--- src/rtl/pkg_msg.sv ---
// Host command protocol constants, CRC8 step and
// the receive parser state encoding.
package pkg_msg;

  localparam logic [7:0] BYTE_HEADER      = 8'hA5;
  localparam logic [7:0] CMD_SINGLE_TRANS = 8'h01;
  localparam logic [7:0] CMD_BURST_TRANS  = 8'h02;
  localparam logic [7:0] CMD_DISABLE      = 8'h03;
  localparam logic [7:0] CMD_ENABLE       = 8'h04;
  localparam logic [7:0] POLY             = 8'h07;

  typedef enum logic [2:0] {
    S_IDLE,
    S_CMD,
    S_BURST_CNT,
    S_OPERAND,
    S_CRC
  } rx_msg_state_t;

  function automatic logic [7:0] crc8_byte(
    input logic [7:0] crc,
    input logic [7:0] data
  );
    logic [7:0] c;
    c = crc ^ data;
    for (int i = 0; i < 8; i++) begin
      if (c[7]) c = {c[6:0], 1'b0} ^ POLY;
      else      c = {c[6:0], 1'b0};
    end
    return c;
  endfunction

endpackage

--- src/rtl/uart_rx_msg.sv ---
// Command frame parser: header, cmd, payload, CRC8.
// Streams operands out before the CRC is verified.
module uart_rx_msg
  import pkg_msg::*;
#(
  parameter int THETA_BYTES    = 6,
  parameter int TIMEOUT_CYCLES = 1_000_000
) (
  input  logic                     i_clk,
  input  logic                     i_rst,
  input  logic [7:0]               i_rx_byte,
  input  logic                     i_rx_byte_valid,
  output logic [7:0]               o_cmd_reg,
  output logic                     o_cmd_valid,
  output logic [7:0]               o_burst_cnt,
  output logic                     o_burst_cnt_valid,
  output logic [8*THETA_BYTES-1:0] o_theta,
  output logic                     o_theta_valid,
  output logic                     o_cordic_en,
  output logic                     o_msg_ok,
  output logic                     o_rx_msg_err
);

  localparam int TW = 8 * THETA_BYTES;
  localparam int SW = TW - 8;
  localparam int CW = $clog2(TIMEOUT_CYCLES + 1);
  localparam int KW = (THETA_BYTES > 1) ?
                      $clog2(THETA_BYTES) : 1;

  rx_msg_state_t state;
  logic [7:0]    crc;
  logic [7:0]    remain;
  logic [KW-1:0] k;
  logic [SW-1:0] sh;
  logic [CW-1:0] tmo;
  logic [7:0]    crc_nxt;
  logic          known;
  logic          tmo_hit;
  logic          err;

  assign crc_nxt = crc8_byte(crc, i_rx_byte);

  always_comb begin
    known = 1'b0;
    unique case (1'b1)
      i_rx_byte == CMD_SINGLE_TRANS: known = 1'b1;
      i_rx_byte == CMD_BURST_TRANS:  known = 1'b1;
      i_rx_byte == CMD_DISABLE:      known = 1'b1;
      i_rx_byte == CMD_ENABLE:       known = 1'b1;
      default:                       known = 1'b0;
    endcase
  end

  // A byte in the expiry cycle wins, so the hit needs no strobe.
  assign tmo_hit = (state != S_IDLE) && !i_rx_byte_valid &&
                   (tmo == CW'(TIMEOUT_CYCLES - 1));

  always_comb begin
    err = tmo_hit;
    if (i_rx_byte_valid) begin
      unique case (state)
        S_CMD:       err = !known;
        S_BURST_CNT: err = (i_rx_byte == 8'd0);
        S_CRC:       err = (i_rx_byte != crc);
        default:     err = 1'b0;
      endcase
    end
  end

  always_ff @(posedge i_clk) begin
    if (i_rst) begin
      state             <= S_IDLE;
      crc               <= '0;
      remain            <= '0;
      k                 <= '0;
      sh                <= '0;
      tmo               <= '0;
      o_cmd_reg         <= '0;
      o_cmd_valid       <= 1'b0;
      o_burst_cnt       <= '0;
      o_burst_cnt_valid <= 1'b0;
      o_theta           <= '0;
      o_theta_valid     <= 1'b0;
      o_cordic_en       <= 1'b1;
      o_msg_ok          <= 1'b0;
      o_rx_msg_err      <= 1'b0;
    end else begin
      o_cmd_valid       <= 1'b0;
      o_burst_cnt_valid <= 1'b0;
      o_theta_valid     <= 1'b0;
      o_msg_ok          <= 1'b0;
      o_rx_msg_err      <= 1'b0;
      if (i_rx_byte_valid || state == S_IDLE) tmo <= '0;
      else                                    tmo <= tmo + 1'b1;
      if (err) begin
        o_rx_msg_err <= 1'b1;
        state        <= S_IDLE;
        crc          <= '0;
        remain       <= '0;
        k            <= '0;
        tmo          <= '0;
      end else if (i_rx_byte_valid) begin
        unique case (state)
          S_IDLE: begin
            if (i_rx_byte == BYTE_HEADER) begin
              crc   <= crc8_byte(8'h00, i_rx_byte);
              state <= S_CMD;
            end
          end
          S_CMD: begin
            crc         <= crc_nxt;
            k           <= '0;
            o_cmd_reg   <= i_rx_byte;
            o_cmd_valid <= 1'b1;
            unique case (1'b1)
              i_rx_byte == CMD_SINGLE_TRANS: begin
                remain <= 8'd1;
                state  <= S_OPERAND;
              end
              i_rx_byte == CMD_BURST_TRANS:
                state <= S_BURST_CNT;
              default:
                state <= S_CRC;
            endcase
          end
          S_BURST_CNT: begin
            crc               <= crc_nxt;
            remain            <= i_rx_byte;
            o_burst_cnt       <= i_rx_byte;
            o_burst_cnt_valid <= 1'b1;
            state             <= S_OPERAND;
          end
          S_OPERAND: begin
            crc <= crc_nxt;
            sh  <= SW'({i_rx_byte, sh} >> 8);
            if (k == KW'(THETA_BYTES - 1)) begin
              k             <= '0;
              o_theta       <= {i_rx_byte, sh};
              o_theta_valid <= 1'b1;
              remain        <= remain - 1'b1;
              if (remain == 8'd1) state <= S_CRC;
            end else begin
              k <= k + 1'b1;
            end
          end
          S_CRC: begin
            o_msg_ok <= 1'b1;
            crc      <= '0;
            state    <= S_IDLE;
            if (o_cmd_reg == CMD_DISABLE) o_cordic_en <= 1'b0;
            if (o_cmd_reg == CMD_ENABLE)  o_cordic_en <= 1'b1;
          end
          default: state <= S_IDLE;
        endcase
      end
    end
  end

endmodule

--- config.mk ---
export PLATFORM = sky130hd
export DESIGN_NAME = uart_rx_msg
export DESIGN_NICKNAME = d
export VERILOG_FILES = /design/src/rtl/pkg_msg.sv /design/src/rtl/uart_rx_msg.sv
export SDC_FILE = /design/constraint.sdc
export NUM_CORES = 1
export LEC_CHECK = 0
export ABC_AREA = 1
export CORE_MARGIN = 5
export CORE_UTILIZATION = 55
export DETAILED_ROUTE_END_ITERATION = 7
export PLACE_DENSITY = 0.86
export SLEW_MARGIN = 30
export SYNTH_ARGS = -nofsm -noshare
export SYNTH_HDL_FRONTEND = slang
export SYNTH_SLANG_ARGS = --single-unit
--- constraint.sdc ---
create_clock -name i_clk -period 5.8 [get_ports i_clk]
set_input_delay 0.58 -clock i_clk [delete_from_list [all_inputs] [get_ports i_clk]]
set_output_delay 0.58 -clock i_clk [all_outputs]
set_load 0.02 [all_outputs]
Word-level counts from Yosys, hierarchy flattened

Cells that the tools add are included.

Flip-flop bits (word level): 152
Input bits: 11
Output and inout bits: 70
Word-level logic and storage cells: 157

Add/sub/neg operators: 3
Equal/unequal tests: 19
Muxes and demuxes: 73
Bitwise operators: 20
Reductions and logical operators: 27

Operators by type and width:

| cell                                             | count |
|---|---|
| 2-to-1 mux 8 bit                                 | 38 |
| 2-to-1 mux 3 bit                                 | 20 |
| inverter 3 bit                                   | 16 |
| one-hot mux 8 bit (3 select lines)               | 2 |
| == test 8 x 2 -> 1 bit, second input constant    | 3 |
| adder 20 x 1 -> 20 bit, second input constant    | 1 |
| == test 20 bit, second input constant            | 1 |
| == test 8 x 1 -> 1 bit, second input constant    | 2 |
| == test 8 x 3 -> 1 bit, second input constant    | 2 |
| AND reduction 4 bit                              | 4 |
| one-hot mux 3 bit (2 select lines)               | 2 |
| one-hot mux 3 bit (4 select lines)               | 1 |
| AND reduction 3 bit                              | 4 |
| 2-to-1 mux 1 bit                                 | 9 |
| nonzero test 3 bit                               | 3 |
| OR reduction 3 bit                               | 3 |
| == test 8 bit, second input constant             | 1 |
| logical NOT 8 bit                                | 1 |
| inequality test 8 bit                            | 1 |
| OR reduction 4 bit                               | 2 |
| subtractor 8 x 1 -> 8 bit, second input constant | 1 |
| XOR 8 bit                                        | 1 |
| == test 3 x 2 -> 1 bit, second input constant    | 2 |
| == test 3 bit, second input constant             | 2 |
| 13 further kinds                                 | 20 |

Longest topological paths before layout

Gate-level depths: netlist of run 1.

Depth after elaboration: 54
Depth in mapped cells: 16
Depth with buffers taken out: 14

Least setup slack after synthesis of run 1

No wires, ideal clock.

Kind: input -> register
Start point: input i_rx_byte[3]
End point: register o_cmd_reg[3]
Setup time: 0.113 ns
Data arrival time: 2.285 ns
Required time: 5.687 ns
Slack: 3.402 ns
Stages on the path: 13
Buffers on the path: 2
Cell sequence: clkbuf_1 -> xnor2_1 -> ha_1 -> nand2_1 -> nor2_1 -> nand3_1 -> nand2_1 -> nand2_1 -> nor2_2 -> nand4_2 -> buf_2 -> nor2_1 -> nor2_1

Word-level cells in the longest chain between the ends: 8
Elaborated cells on any way between the ends: 13

Ends and longest elaborated chain:

| element                                              | RTL line           | RTL |
|---|---|---|
| start, declared                                      | uart_rx_msg.sv:11  | `input logic [7:0] i_rx_byte,` |
| == test 8 x 1 -> 1 bit, or another cell as far along | uart_rx_msg.sv:46  | `i_rx_byte == CMD_SINGLE_TRANS: known = 1'b1;` |
| OR reduction 4 bit (no line)                         | n/a                |  |
| 2-to-1 mux 1 bit                                     | uart_rx_msg.sv:45  | `unique case (1'b1)` |
| logical NOT 1 bit                                    | uart_rx_msg.sv:62  | `S_CMD: err = !known;` |
| one-hot mux 1 bit (3 select lines)                   | uart_rx_msg.sv:61  | `unique case (state)` |
| 2-to-1 mux 1 bit                                     | uart_rx_msg.sv:60  | `if (i_rx_byte_valid) begin` |
| inverter 1 bit (no line)                             | n/a                |  |
| AND reduction 3 bit (no line)                        | n/a                |  |
| end signal, assigned                                 | uart_rx_msg.sv:113 | `o_cmd_reg <= i_rx_byte;` |
| end, declared                                        | uart_rx_msg.sv:13  | `output logic [7:0] o_cmd_reg,` |

Several ways; a longest one is shown, not always the timed one.
A chain may end at the register's enable or synchronous reset.

Worst setup path after layout of run 1

Start point: input i_rx_byte[5]
End point: register o_burst_cnt[1]

Word-level cells in the longest chain between the ends: 8
Elaborated cells on any way between the ends: 13

Ends and longest elaborated chain:

| element                                              | RTL line           | RTL |
|---|---|---|
| == test 8 x 1 -> 1 bit, or another cell as far along | uart_rx_msg.sv:46  |  |
| OR reduction 4 bit (no line)                         | n/a                |  |
| 2-to-1 mux 1 bit                                     | uart_rx_msg.sv:45  |  |
| logical NOT 1 bit                                    | uart_rx_msg.sv:62  |  |
| one-hot mux 1 bit (3 select lines) *                 | uart_rx_msg.sv:61  |  |
| 2-to-1 mux 1 bit *                                   | uart_rx_msg.sv:60  |  |
| inverter 1 bit (no line) *                           | n/a                |  |
| AND reduction 3 bit (no line) *                      | n/a                |  |
| end signal, assigned                                 | uart_rx_msg.sv:129 | `o_burst_cnt <= i_rx_byte;` |
| end, declared                                        | uart_rx_msg.sv:15  | `output logic [7:0] o_burst_cnt,` |

Mark *: on every way between the ends. The rest lies on a longest branch, timed or not.

==> flow_summary_export.csv, run 1 <==
group,metric,value,unit
status,status,"complete, no violations",
yosys,synthesis.nets,992,
yosys,synth.yosys.seq_area_share,0.4459,
timing,tns,0,ps
yosys,synth-main-ff-cell,"dfxtp_1",
floorplan,start_util,0.5634,
power,comb_power_share,0.041,
clock_network,cts_inserted_buffers,17,
critical_path,critPathCaptureType,"flip-flop",
clock_network,cts_tree,"done",
yosys,syn-cell-area,0.006824,mm²
finish,nets,1050,
floorplan,fp.dieH,121.4,µm
critical_path,worstSetupStartpoint,"i_rx_byte[5]",
yosys,syn_inst,969,
clock_network,cts_num_sinks,152,
critical_path,worst_r2r_endpoint,"o_theta[36]$_SDFFE_PP0P_",
clock_network,clkLatencyLatePin,420,ps
finish,largest_reg_flops,48,
floorplan,die_x,121.4,µm
yosys,synthTopCellsByArea,"dfxtp_1 (45%), nand2_1 (17%), a21oi_1 (7.0%)",
place,numPortBuffers,80,
critical_path,worstPathArrival,3720,ps
critical_path,rrSetupSlack,2550,ps
worst_hold_path,hp-class,"reg2reg",
critical_path,reg2reg_from,"state[0]$_SDFFE_PP0P_",
worst_hold_path,hp-start,"o_cordic_en$_SDFFE_PP1P_",
global_route,grt_max_degree,84,
finish,area_growth,20.26,%
power,power_frac_clock,0.491,
floorplan,rows,40,
route,wire_per_inst,13.99,µm
power,power_density,272.0,mW/mm²
finish,regMostFlops,"o_theta",
place,routabilityCongestion,0.8937,
timing,final_max_slew_viol_count,0,
power,internal_power,1726,µW
route,dr.pass1.iters,5,
finish,drive_above_1_share,0.05192,
route,drtIter0Drc,655,
yosys,synth_warnings,0,
power,peakVddDrop,0.0002145,V
finish,largestRegisters,"o_theta: 48 flops, sh: 40 flops, tmo: 20 flops",
route,via_count,6324,
route,drc,0,
route,finalWirelength,16900,µm
finish,antenna_cells,0,
critical_path,ff2ff_path_depth,10,
power,p_leak,0.003233,µW
critical_path,required,6170,ps
finish,fillers,1004,
timing,fin_crit_sh,0.5775,
power,swShare,0.2267,
yosys,synth.top_cells.by_count,"nand2_1 (316), dfxtp_1 (152), nor2_1 (108), a21oi_1 (95), inv_1 (80)",
timing,hold_viol_final,0,
route,postRouteAntennaNets,0,
critical_path,cp-endpoint,"o_burst_cnt[1]$_SDFFE_PP0P_",
critical_path,path_class,"in2reg",
power,seqPwrFrac,0.468,
floorplan,dieArea,0.01474,mm²
clock_network,cts_resized,0,
clock_network,clk_path_buf_depth,2,
global_route,grt_pass1_wl,27720,µm
floorplan,ios,81,
timing,rsz0062_at_grt,"no",
yosys,synth_largest_area_cell,"dfxtp_1",
clock_network,hold_buffers,0,
yosys,ys_seq_elements,152,
critical_path,cp_max_fo,11,
floorplan,core-area,0.01211,mm²
job,drv_cap,0,
yosys,synthDistinctLibCells,31,
place,placedCellCount,1176,
power,total_power,2232,µW
global_route,antenna_found_initial,0,
route,vias_per_cell,5.235,
global_route,grt_pass1_vias,5821,
global_route,overflow,0,
power,power_switching,506.0,µW
finish,finalNonFillerCells,1208,
timing,worst_slew_pin_slew,882.6,ps
yosys,yosysTopAreaCellShare,0.4459,
timing,fmax,298.6,MHz
clock_network,post-cts-setup-buffers,0,
clock_network,clk_pin_slew,60,ps
critical_path,critPathLaunchType,"input pin",
global_route,grtUsageTotal,0.2340,
yosys,async_reset_ff_frac,0,
yosys,avgSynthCellArea,7.042,µm²
yosys,yosysMostFrequentCell,"nand2_1",
timing,setup_viol,0,
timing,maxSlewHeadroom,0.4116,
timing,finalCriticalPeriod,3349,ps
clock_network,cts_max_level,4,
place,dp_hpwl,11500,µm
timing,fin_skew,10.29,ps
clock_network,cts_root_buffer,"clkbuf_16",
yosys,synth_enable_flop_cells,0,
critical path, stage by stage:
cell and delay [ps]:
clkdlybuf4s50_1 710, xnor2_1 550, ha_1 230, inv_1 40
nor2_1 90, nand3_1 120, nand2_1 100, nand2_1 60
nor2_2 130, nand4_1 490, nor2_2 450, nand2_1 90
nand2_1 70
power by group through the flow:
stage	combinational, µW	sequential, µW	clock (µW)
after floorplan	65.0	1070	0
after global placement	87.5	1070	0
after detailed placement	88.7	1070	0
after CTS	89.2	1040	1110
after global routing	99.7	1040	1160
final	90.8	1040	1100
stage by stage:
stage / util / area, µm² / worst slack [ps] / hold slack (ps)
3_3_place_gp: 0.6291 / 7620 / 2046 / 438.4
5_1_grt: 0.6776 / 8207 / 2209 / 472.5
6_report: 0.6776 / 8207 / 2451 / 455.3
3_5_place_dp: 0.6291 / 7620 / 2084 / 446.5
2_1_floorplan: - / 6824 / 3402 / 417.5
4_1_cts: 0.6776 / 8207 / 2482 / 458.6
placed cells by master (no fill, tap or decap), types with 2 or more instances in the layout:
cell             instances
clkdlybuf4s50_1         79
o21ai_0                 29
nor2_1                 108
xor2_1                  23
nor3_1                   7
nor2_2                   5
inv_1                   80
clkinvlp_4               2
o211ai_1                 2
nand2_1                316
clkinv_2                 2
nor2_4                   2
inv_2                    7
clkbuf_1                 2
nor4_1                   3
nand4_1                  7
or2_2                    2
dfxtp_1                152
nand3_1                 45
ha_1                    12
inv_6                    5
o22ai_1                  5
buf_4                    3
a21oi_1                 95
a32oi_1                  2
a31oi_1                  2
clkbuf_16               17
bufinv_16                2
xnor2_1                 16
metal layers:
metal,up-vias,wire length [µm],track usage
li1,3176,-,-
met1,2894,7331,0.2965
met2,229,8022,0.3820
met3,25,1274,0.07040
met4,0,272,0.07353
met5,-,0,0
final cells by class:
cell class / instances / area, µm² / area share
clock buffers: 20 / 446.7 / 0.05443
clock inverters: 12 / 140.1 / 0.01708
inverters: 88 / 332.8 / 0.04055
multi-input cells: 685 / 3216 / 0.3918
flip-flops and latches: 152 / 3043 / 0.3708
well taps: 168 / 210.2 / 0.02561
repair buffers: 83 / 818.3 / 0.09971
kinds of logic after synthesis:
group           after synthesis  synth area share
simple gates                498            0.2959
flops                       152            0.4459
compound gates              136            0.1032
xor+xnor                     39           0.05005
buf+inv                     132           0.08287
fa+ha+maj                    12           0.02200
how the worst min path moves through the flow:
stage / cells past startpoint / to / slack [ps]
floorplan: 1 / tmo[0]$_SDFF_PP0_ / 420
global placement: 1 / tmo[0]$_SDFF_PP0_ / 440
detailed placement: 2 / o_cordic_en$_SDFFE_PP1P_ / 450
CTS: 2 / o_cordic_en$_SDFFE_PP1P_ / 460
global route: 1 / tmo[0]$_SDFF_PP0_ / 470
finish: 2 / o_cordic_en$_SDFFE_PP1P_ / 460
(Power assumes the default switching activity.)
==> inputs of run 2 (changes only) <==
- CORE_UTILIZATION: 55 -> 50
- PLACE_DENSITY: 0.86 -> 0.82
- clock period: 5.8 -> 2.9 ns (I/O delays scaled with it)
==> run 2 against run 1 <==
Critical path depth shrank 1. Cell count grew 2.6%. Total power grew 100%. Clock power grew 96%. Critical path type unchanged. Critical endpoint is now o_cmd_reg[3]$_SDFFE_PP0P_. Largest cell class unchanged. Highest routed layer unchanged.
==> flow_summary_export.csv, run 2 (synthesized netlist as in run 1, its figures left out) <==
group,metric,value,unit
power,peakVddDrop,0.0003744,V
timing,finalCriticalPeriod,2244,ps
route,vias_per_cell,5.171,
critical_path,cp_cell_sequence,"clkdlybuf4s50_1, xnor2_1, ha_1, nand2_1, nor2_1, nand3_1, nand2_1, nand2_1, nor2_2, nand4_2, nor2_1, nor2_1",
global_route,overflow,0,
finish,drive_above_1_share,0.07432,
critical_path,crit_slowest_cell,"clkdlybuf4s50_1",
critical_path,worst_r2r_endpoint,"o_cmd_reg[3]$_SDFFE_PP0P_",
floorplan,ios,81,
floorplan,rows,42,
timing,final_max_slew_viol_count,0,
clock_network,cts_inserted_buffers,17,
timing,maxSlewHeadroom,0.4420,
critical_path,worstPathArrival,2560,ps
power,power_density,530.6,mW/mm²
route,via_count,6407,
clock_network,post-cts-setup-buffers,0,
finish,final_cell_mix,"nand2_1 (316), dfxtp_1 (152), nor2_1 (108)",
job,drv_cap,0,
worst_hold_path,hp-start,"i_rst",
route,postRouteAntennaNets,0,
clock_network,cts_tree,"done",
finish,regMostFlops,"o_theta",
place,dp_hpwl,11950,µm
worst_hold_path,hold-path-endpoint,"o_rx_msg_err$_SDFF_PP0_",
power,p_leak,0.003332,µW
floorplan,start_util,0.5133,
finish,area.sequential,0.003043,mm²
finish,final_core_util,0.6318,
critical_path,critPathCaptureType,"flip-flop",
critical_path,rrSetupSlack,730,ps
status,status,"complete, no violations",
route,finalWirelength,17180,µm
critical_path,ff2ff_path_depth,11,
route,wire_per_inst,13.86,µm
critical_path,required,3210,ps
critical_path,cp_max_fo,17,
timing,fin_crit_sh,0.7738,
place,numPortBuffers,80,
finish,multiInputGateArea,0.003216,mm²
clock_network,cts_root_buffer,"clkbuf_16",
timing,setup_viol,0,
global_route,grt_pass1_vias,6200,
clock_network,cts_max_level,4,
critical_path,reg2reg_from,"crc[7]$_SDFFE_PP0P_",
finish,largestRegisters,"o_theta: 48 flops, sh: 40 flops, tmo: 20 flops",
route,drc,0,
worst_hold_path,hp-class,"in2reg",
critical_path,path_class,"in2reg",
clock_network,cts_resized,0,
timing,rsz0062_at_grt,"no",
critical_path,crit_path_max_incr_delay,540,ps
floorplan,fp.dieH,126.8,µm
timing,hold_viol_final,0,
route,dr.pass1.iters,7,
timing,worst_slew_pin_slew,835.9,ps
finish,layout_commonest_cell,"nand2_1",
finish,antenna_cells,0,
timing,fin_skew,8.939,ps
clock_network,clk_pin_slew,60,ps
global_route,grt_pass1_wl,28940,µm
timing,tns,0,ps
route,drtIter0Drc,450,
clock_network,cts_num_sinks,152,
finish,largest_reg_flops,48,
clock_network,hold_buffers,0,
finish,area_growth,23.08,%
clock_network,clk_path_buf_depth,2,
place,routabilityCongestion,0.9573,
global_route,grtUsageTotal,0.2183,
finish,fillers,1196,
floorplan,die_x,126.8,µm
global_route,antenna_found_initial,0,
floorplan,dieArea,0.01608,mm²
power,total_power,4457,µW
clock_network,clkLatencyLatePin,420,ps
timing,fmax,445.6,MHz
global_route,grt_max_degree,49,
worst_hold_path,hold_depth,2,
critical_path,critPathLaunchType,"input pin",
floorplan,core-area,0.01330,mm²
finish,nets,1073,
-- run 2: cell count changes in the layout (fill, tap and decap cells not counted), moves of 2 or more --
cell | previous run | this run
clkinv_4 | 0 | 2
buf_4 | 3 | 25
clkinv_2 | 2 | 0
clkbuf_1 | 2 | 0
clkinvlp_4 | 2 | 5
-- run 2: worst max-delay path by stage --
stage | startpoint | end | slack (ps) | cells after the start
2_1_floorplan | i_rx_byte[3] | o_cmd_reg[3]$_SDFFE_PP0P_ | 790 | 13
4_1_cts | i_rx_byte[6] | o_cmd_reg[3]$_SDFFE_PP0P_ | 700 | 12
5_1_grt | i_rx_byte[6] | o_cmd_reg[2]$_SDFFE_PP0P_ | 450 | 13
6_report | i_rx_byte[6] | o_cmd_reg[3]$_SDFFE_PP0P_ | 660 | 12
3_5_place_dp | i_rx_byte[3] | o_cmd_reg[3]$_SDFFE_PP0P_ | 290 | 12
3_3_place_gp | i_rx_byte[5] | o_cmd_reg[2]$_SDFFE_PP0P_ | 360 | 12
-- run 2: cell type report --
| class | instances | area share |
|---|---|---|
| Timing Repair Buffer | 106 | 0.1195 |
| Clock inverter | 15 | 0.01892 |
| Sequential cell | 152 | 0.3623 |
| Inverter | 88 | 0.03962 |
| Tap cell | 176 | 0.02622 |
| Clock buffer | 17 | 0.05065 |
| Multi-Input combinational cell | 685 | 0.3828 |
-- run 2: routing by layer --
metal | track usage | part of all wire | vias to the layer above
met5 | 0 | 0 | -
met2 | 0.3602 | 0.47 | 228
met4 | 0.08265 | 0.024 | 0
li1 | - | - | 3208
met1 | 0.2785 | 0.44 | 2938
met3 | 0.05044 | 0.067 | 33
-- run 2: power by group --
group,switching [µW],internal [µW]
clock,948,1210
sequential,1.14,2090
combinational,133,75.7
-- run 2: worst max-delay path: cells and delay by family --
| family | cells | cell delay [ps] |
|---|---|---|
| simple gates | 9 | 1190 |
| fa+ha+maj | 1 | 220 |
| buf+inv | 1 | 540 |
| xor+xnor | 1 | 320 |
-- run 2: through the flow --
| step | cell area [µm²] | setup WS [ps] | std cells | hold WS (ps) |
|---|---|---|---|---|
| after floorplan | 6824 | 792.1 | 969 | 417.5 |
| after global placement | 7815 | 362.7 | 1207 | 428.5 |
| after detailed placement | 7815 | 294.1 | 1207 | 442.8 |
| after CTS | 8399 | 702.9 | 1239 | 383.8 |
| after global routing | 8399 | 446.2 | 1239 | 410.2 |
| final | 8399 | 656.0 | 1239 | 393.6 |
==> RTL edit 1: new RTL, settings of run 1 <==
The 5 states of `rx_msg_state_t` get a one-hot encoding in 5 bits.
--- a/src/rtl/pkg_msg.sv
+++ b/src/rtl/pkg_msg.sv
@@ -10,10 +10,10 @@
   localparam logic [7:0] POLY             = 8'h07;
 
-  typedef enum logic [2:0] {
-    S_IDLE,
-    S_CMD,
-    S_BURST_CNT,
-    S_OPERAND,
-    S_CRC
+  typedef enum logic [4:0] {
+    S_IDLE      = 5'b00001,
+    S_CMD       = 5'b00010,
+    S_BURST_CNT = 5'b00100,
+    S_OPERAND   = 5'b01000,
+    S_CRC       = 5'b10000
   } rx_msg_state_t;
 
Check against the original RTL: no difference found for any inputs over 4 cycles, from zero or initial values and one cycle with i_rst high; so few cycles prove little.
==> RTL edit 1 against run 1 <==
  * Final area grew 1.0%
  * Sequential cell count grew 2
  * Die area grew 0.35%
  * Worst setup slack gained 330 ps
  * Synthesized area grew 0.39%
  * Routed wire length shrank 0.56%
  * Utilization grew 0.68 points
  * Power grew 2.1%
  * Critical path type is now flop to flop
==> RTL edit 1: results (changes against run 1) <==
Min path
  • Worst hold-check path type: flop to flop
  • Hold path start: tmo[0]

Clock tree
  • Post-CTS setup repair buffer count: 0 (unchanged)
  • Number of buffers created by CTS: 17 (unchanged)
  • CTS resizes: 0 (unchanged)
  • H-tree depth: 4 (unchanged)

Global route
  • Vias in the first global route: 6005 (+3.2%)
  • GRT Total Usage: 0.2327 (-0.001296)
  • Pin count of the biggest net entering global routing: 90 (+7.1%)
  • First-pass GRT wire length: 27940 um (+0.77%)

Setup path
  • Critical path peak fanout: 49 (+38)
  • Worst Path Arrival: 3360 ps (-360 ps)
  • Crit. Startpoint: state[3]

Synth
  • Ys async rst share: 0 (unchanged)
  • Count of different cell masters after synthesis: 38 (+23%)
  • Register area share after synthesis: 0.4500 (+0.004134)
  • Commonest cells post-synth: nand2_1, dfxtp_1, a21oi_1
  • Post-synth net total: 986 (-0.60%)
  • Top post-synthesis cells by area: dfxtp_1, nand2_1, a21oi_1

Layout
  • N_diodes: 0 (unchanged)
  • Net count reported at finish: 1047 (-0.29%)
  • Layout filler cell count: 1001 (-0.30%)
  • Share of cells above drive strength 1: 0.06075 (+0.008829)

Power
  • Leakage: 3.172 nW (-1.9%)
  • Maximum vdd ir drop: 0.2256 mV (+5.2%)
  • Sw frac: 0.2453 (+0.01855)

Status
  • Status: complete, no violations

Placement
  • Hpwl dp: 10930 um (-4.9%)
  • Routability cong.: 0.9244 (+3.4%)
  • Area after DPL: 7685 um2 (+0.85%)

Timing
  • Worst-margin pin slew: 917.5 ps (+34.96 ps)
  • Final Skew: 10.81 ps (+0.5160 ps)

Detailed routing
  • TritonRoute pass-1 iters: 7 (+2)
  • Detailed Route Iter0 Violations: 698 (+6.6%)
  • Detail-routed via count per cell: 5.280 (+0.85%)
  • Wire per inst: 13.95 um (-0.31%)
-- RTL edit 1: cell count changes after synthesis, sizes merged, moves of 4 or more --
cell,run 1,this run
nor2,116,91
a21oi,95,105
buf,26,16
clkbuf,18,25
o21ai,29,36
inv,88,84
nand4,8,12
nor3,7,11
-- RTL edit 1: cell families (layout without fill, tap and decap cells) --
logic type	Yosys count	after routing	synth area share
AND/OR/NAND/NOR	485	485	0.2959
flip-flops	154	154	0.4500
AO/OA/AOI/OAI	150	150	0.1116
buffers and inverters	126	200	0.07452
XOR/XNOR	36	36	0.04603
adder cells (fa/ha/maj)	12	12	0.02192
-- RTL edit 1: power by group through the flow --
| stage | clock, mW | combinational, mW | sequential [mW] |
|---|---|---|---|
| finish | 1.07 | 0.139 | 1.07 |
| global route | 1.14 | 0.156 | 1.07 |
| CTS | 1.08 | 0.137 | 1.07 |
| detailed placement | 0 | 0.135 | 1.09 |
| global placement | 0 | 0.132 | 1.09 |
| floorplan | 0 | 0.103 | 1.09 |
-- RTL edit 1: final timing paths --
path              slack (ps)           to  cells after the start
hold / removal           460       tmo[0]                      1
setup reg to reg        2780  o_theta[25]                     10
setup / recovery        2780  o_theta[25]                     10
hold reg to reg          460       tmo[0]                      1
-- RTL edit 1: final cells by class --
type,instances,area [um2],share of cell area
clock buffers,19,442.9,0.05343
clock inverters,13,133.9,0.01615
inverters,85,324.1,0.03909
multi-input cells,683,3257,0.3929
flip-flops and latches,154,3083,0.3719
well taps,168,210.2,0.02536
repair buffers,83,838.3,0.1011
-- RTL edit 1: critical path, cell delays in order, from the launching register on --
cell,delay (ps)
dfxtp_1,390
inv_1,60
nor2_1,120
nand3_2,290
nor2_4,480
buf_16,220
nand2_1,80
buf_4,270
inv_2,650
nand2_1,150
a21oi_1,210
-- RTL edit 1: routing by layer --
layer  track usage  vias to the layer above  wire, um
li1              -                     3171         -
met1        0.3030                     2926      7412
met2        0.3696                      224      7921
met3       0.06500                       41      1155
met4       0.08613                        0       316
met5             0                        -         0
-- RTL edit 1: stage by stage --
stage / setup WS, ps / util / std cells / hold slack, ps
CTS: 2565 / 0.6821 / 1204 / 457.0
floorplan: 3571 / - / 963 / 417.5
global route: 2462 / 0.6844 / 1205 / 462.8
global placement: 2332 / 0.6345 / 1172 / 431.1
detailed placement: 2294 / 0.6345 / 1172 / 442.4
finish: 2777 / 0.6844 / 1205 / 461.9
==> RTL edit 2: new RTL, flow settings as in run 1 <==
Made on the original files. `THETA_BYTES`: 6 -> 5.
--- a/src/rtl/uart_rx_msg.sv
+++ b/src/rtl/uart_rx_msg.sv
@@ -4,5 +4,5 @@
   import pkg_msg::*;
 #(
-  parameter int THETA_BYTES    = 6,
+  parameter int THETA_BYTES    = 5,
   parameter int TIMEOUT_CYCLES = 1_000_000
 ) (
Ports: changed (resized o_theta); port bits go from 81 to 73. The function was not compared with the original's and may differ.
==> RTL edit 2 against run 1 <==
  * Clock power decreased by 6%
  * Synthesized area decreased by 6.1%
  * Power decreased by 7.8%
  * Worst setup slack improved by 61 ps
  * Sequential cell count decreased by 16
  * Routed wire length decreased by 0.10%
  * Count of clock-buffer cells in the layout decreased by 1
  * Final area decreased by 6.4%
  * Largest cell class unchanged
  * First-iteration DRC count increased by 41%
==> RTL edit 2: results (changes against run 1) <==
Timing
  • Final Skew: 9.918 ps (-0.3710 ps)
  • Worst-margin pin slew: 873.8 ps (-8.747 ps)

Setup path
  • Slowest CP cell: nand4_1
  • Critical path peak fanout: 20 (+9)
  • Kind of critical path: input port to flop
  • Worst Path Arrival: 3610 ps (-110 ps)
  • CP top delay family: simple AND/OR/NAND/NOR gates
  • Crit-path max cell delay: 680 ps (-30 ps)

Power
  • Sequential power: 935 uW (-10%)
  • Comb power frac: 0.044 (+0.003)
  • Sw frac: 0.2335 (+0.006774)
  • PD cells: 268.0 nW/um2 (-1.5%)
  • Leakage: 3.237 nW (+0.13%)
  • Maximum vdd ir drop: 0.1802 mV (-16%)

Synth
  • Count of different cell masters after synthesis: 38 (+23%)
  • Commonest cells post-synth: nand2_1, nor2_1, dfxtp_1
  • Synth warnings: 0 (unchanged)
  • Post-synth net total: 934 (-5.8%)
  • Register area share after synthesis: 0.4251 (-0.02083)
  • Top post-synthesis cells by area: dfxtp_1, nand2_1, nor2_1
  • Syn_area_per_cell: 7.046 um2 (about the same)

Global route
  • M3 GR Usage: 0.05046 (-0.01994)
  • GRT Total Usage: 0.2405 (+0.006588)
  • Met1 Use GR: 0.3013 (+0.004816)
  • M2 GR Usage: 0.3985 (+0.01648)
  • First-pass GRT wire length: 27610 um (-0.40%)
  • Initial antenna violation count: 0 (unchanged)
  • Vias in the first global route: 5817 (-0.069%)
  • Pin count of the biggest net entering global routing: 59 (-30%)

Layout
  • Regs by FF count: o_theta: 40 flops, sh: 32 flops, tmo: 20 flops
  • Share of cells above drive strength 1: 0.05943 (+0.007503)
  • Net count reported at finish: 989 (-5.8%)
  • Final cell count without fillers: 1119 (-7.4%)
  • N_diodes: 0 (unchanged)
  • Layout filler cell count: 943 (-6.1%)

Detailed routing
  • Wire per inst: 15.09 um (+7.8%)
  • Detail-routed via count per cell: 5.529 (+5.6%)
  • Met3 wire length: 1456 um (+14%)
  • Detailed Route Iter0 Violations: 925 (+41%)
  • Met2 wire len: 7830 um (-2.4%)
  • TritonRoute pass-1 iters: 6 (+1)
  • Wl on met1: 6982 um (-4.8%)

Placement
  • Dpl ws: 2230 ps (+145.3 ps)
  • Routability cong.: 0.9870 (+10%)
  • Input/output buffers: 72 (-10%)
  • Hpwl dp: 11110 um (-3.4%)
  • Post-Place Cells: 1088 (-7.5%)
  • Area after DPL: 7117 um2 (-6.6%)

Clock tree
  • CTS root buffer: clkbuf_16
  • CTS resizes: 0 (unchanged)
  • Post-CTS setup repair buffer count: 0 (unchanged)

Status
  • Status: complete, no violations

Min path
  • Worst hold-check path type: flop to flop
[RTL edit 2: cell count changes in the layout (fill, tap and decap cells not counted), moves of 7 or more]
| cell | change |
|---|---|
| o21ai_0 | +31 |
| dfxtp_1 | -16 |
| nor2_1 | +31 |
| a21oi_1 | -35 |
| inv_1 | +13 |
| clkdlybuf4s50_1 | -7 |
| nand2_1 | -90 |
[RTL edit 2: layout make-up]
type                    count  area, um2  share of cell area
repair buffers             74      735.7             0.09575
multi-input cells         635       3100              0.4035
clock buffers              19      452.9             0.05895
well taps                 143      178.9             0.02329
flip-flops and latches    136       2723              0.3543
clock inverters            12      113.9             0.01482
inverters                 100      379.1             0.04934
[RTL edit 2: cells by family (layout without fill, tap and decap cells)]
| group | count (synthesis) | in the layout | synth area share |
|---|---|---|---|
| mux | 1 | 1 | 0.001563 |
| flops | 136 | 136 | 0.4251 |
| xor+xnor | 33 | 33 | 0.04513 |
| buf+inv | 138 | 205 | 0.09084 |
| compound gates | 130 | 130 | 0.1061 |
| fa+ha+maj | 14 | 14 | 0.02735 |
| simple gates | 457 | 457 | 0.3040 |
[RTL edit 2: worst register-to-register path, stage by stage (launching register included)]
cell and delay (ps):
dfxtp_1 530, inv_2 130, nor2_8 200, inv_2 130
nor2_8 410, inv_4 260, nor2_8 530, inv_2 340
nand2_1 150, a21oi_1 80
[RTL edit 2: path summary, 6_finish.rpt]
kind           startpoint          end  slack [ps]  depth (start not counted)
max          i_rx_byte[6]      tmo[18]        2510                         11
min reg2reg   o_theta[14]  o_theta[14]         460                          2
max reg2reg      state[0]   o_theta[8]        2910                          9
min           o_theta[14]  o_theta[14]         460                          2
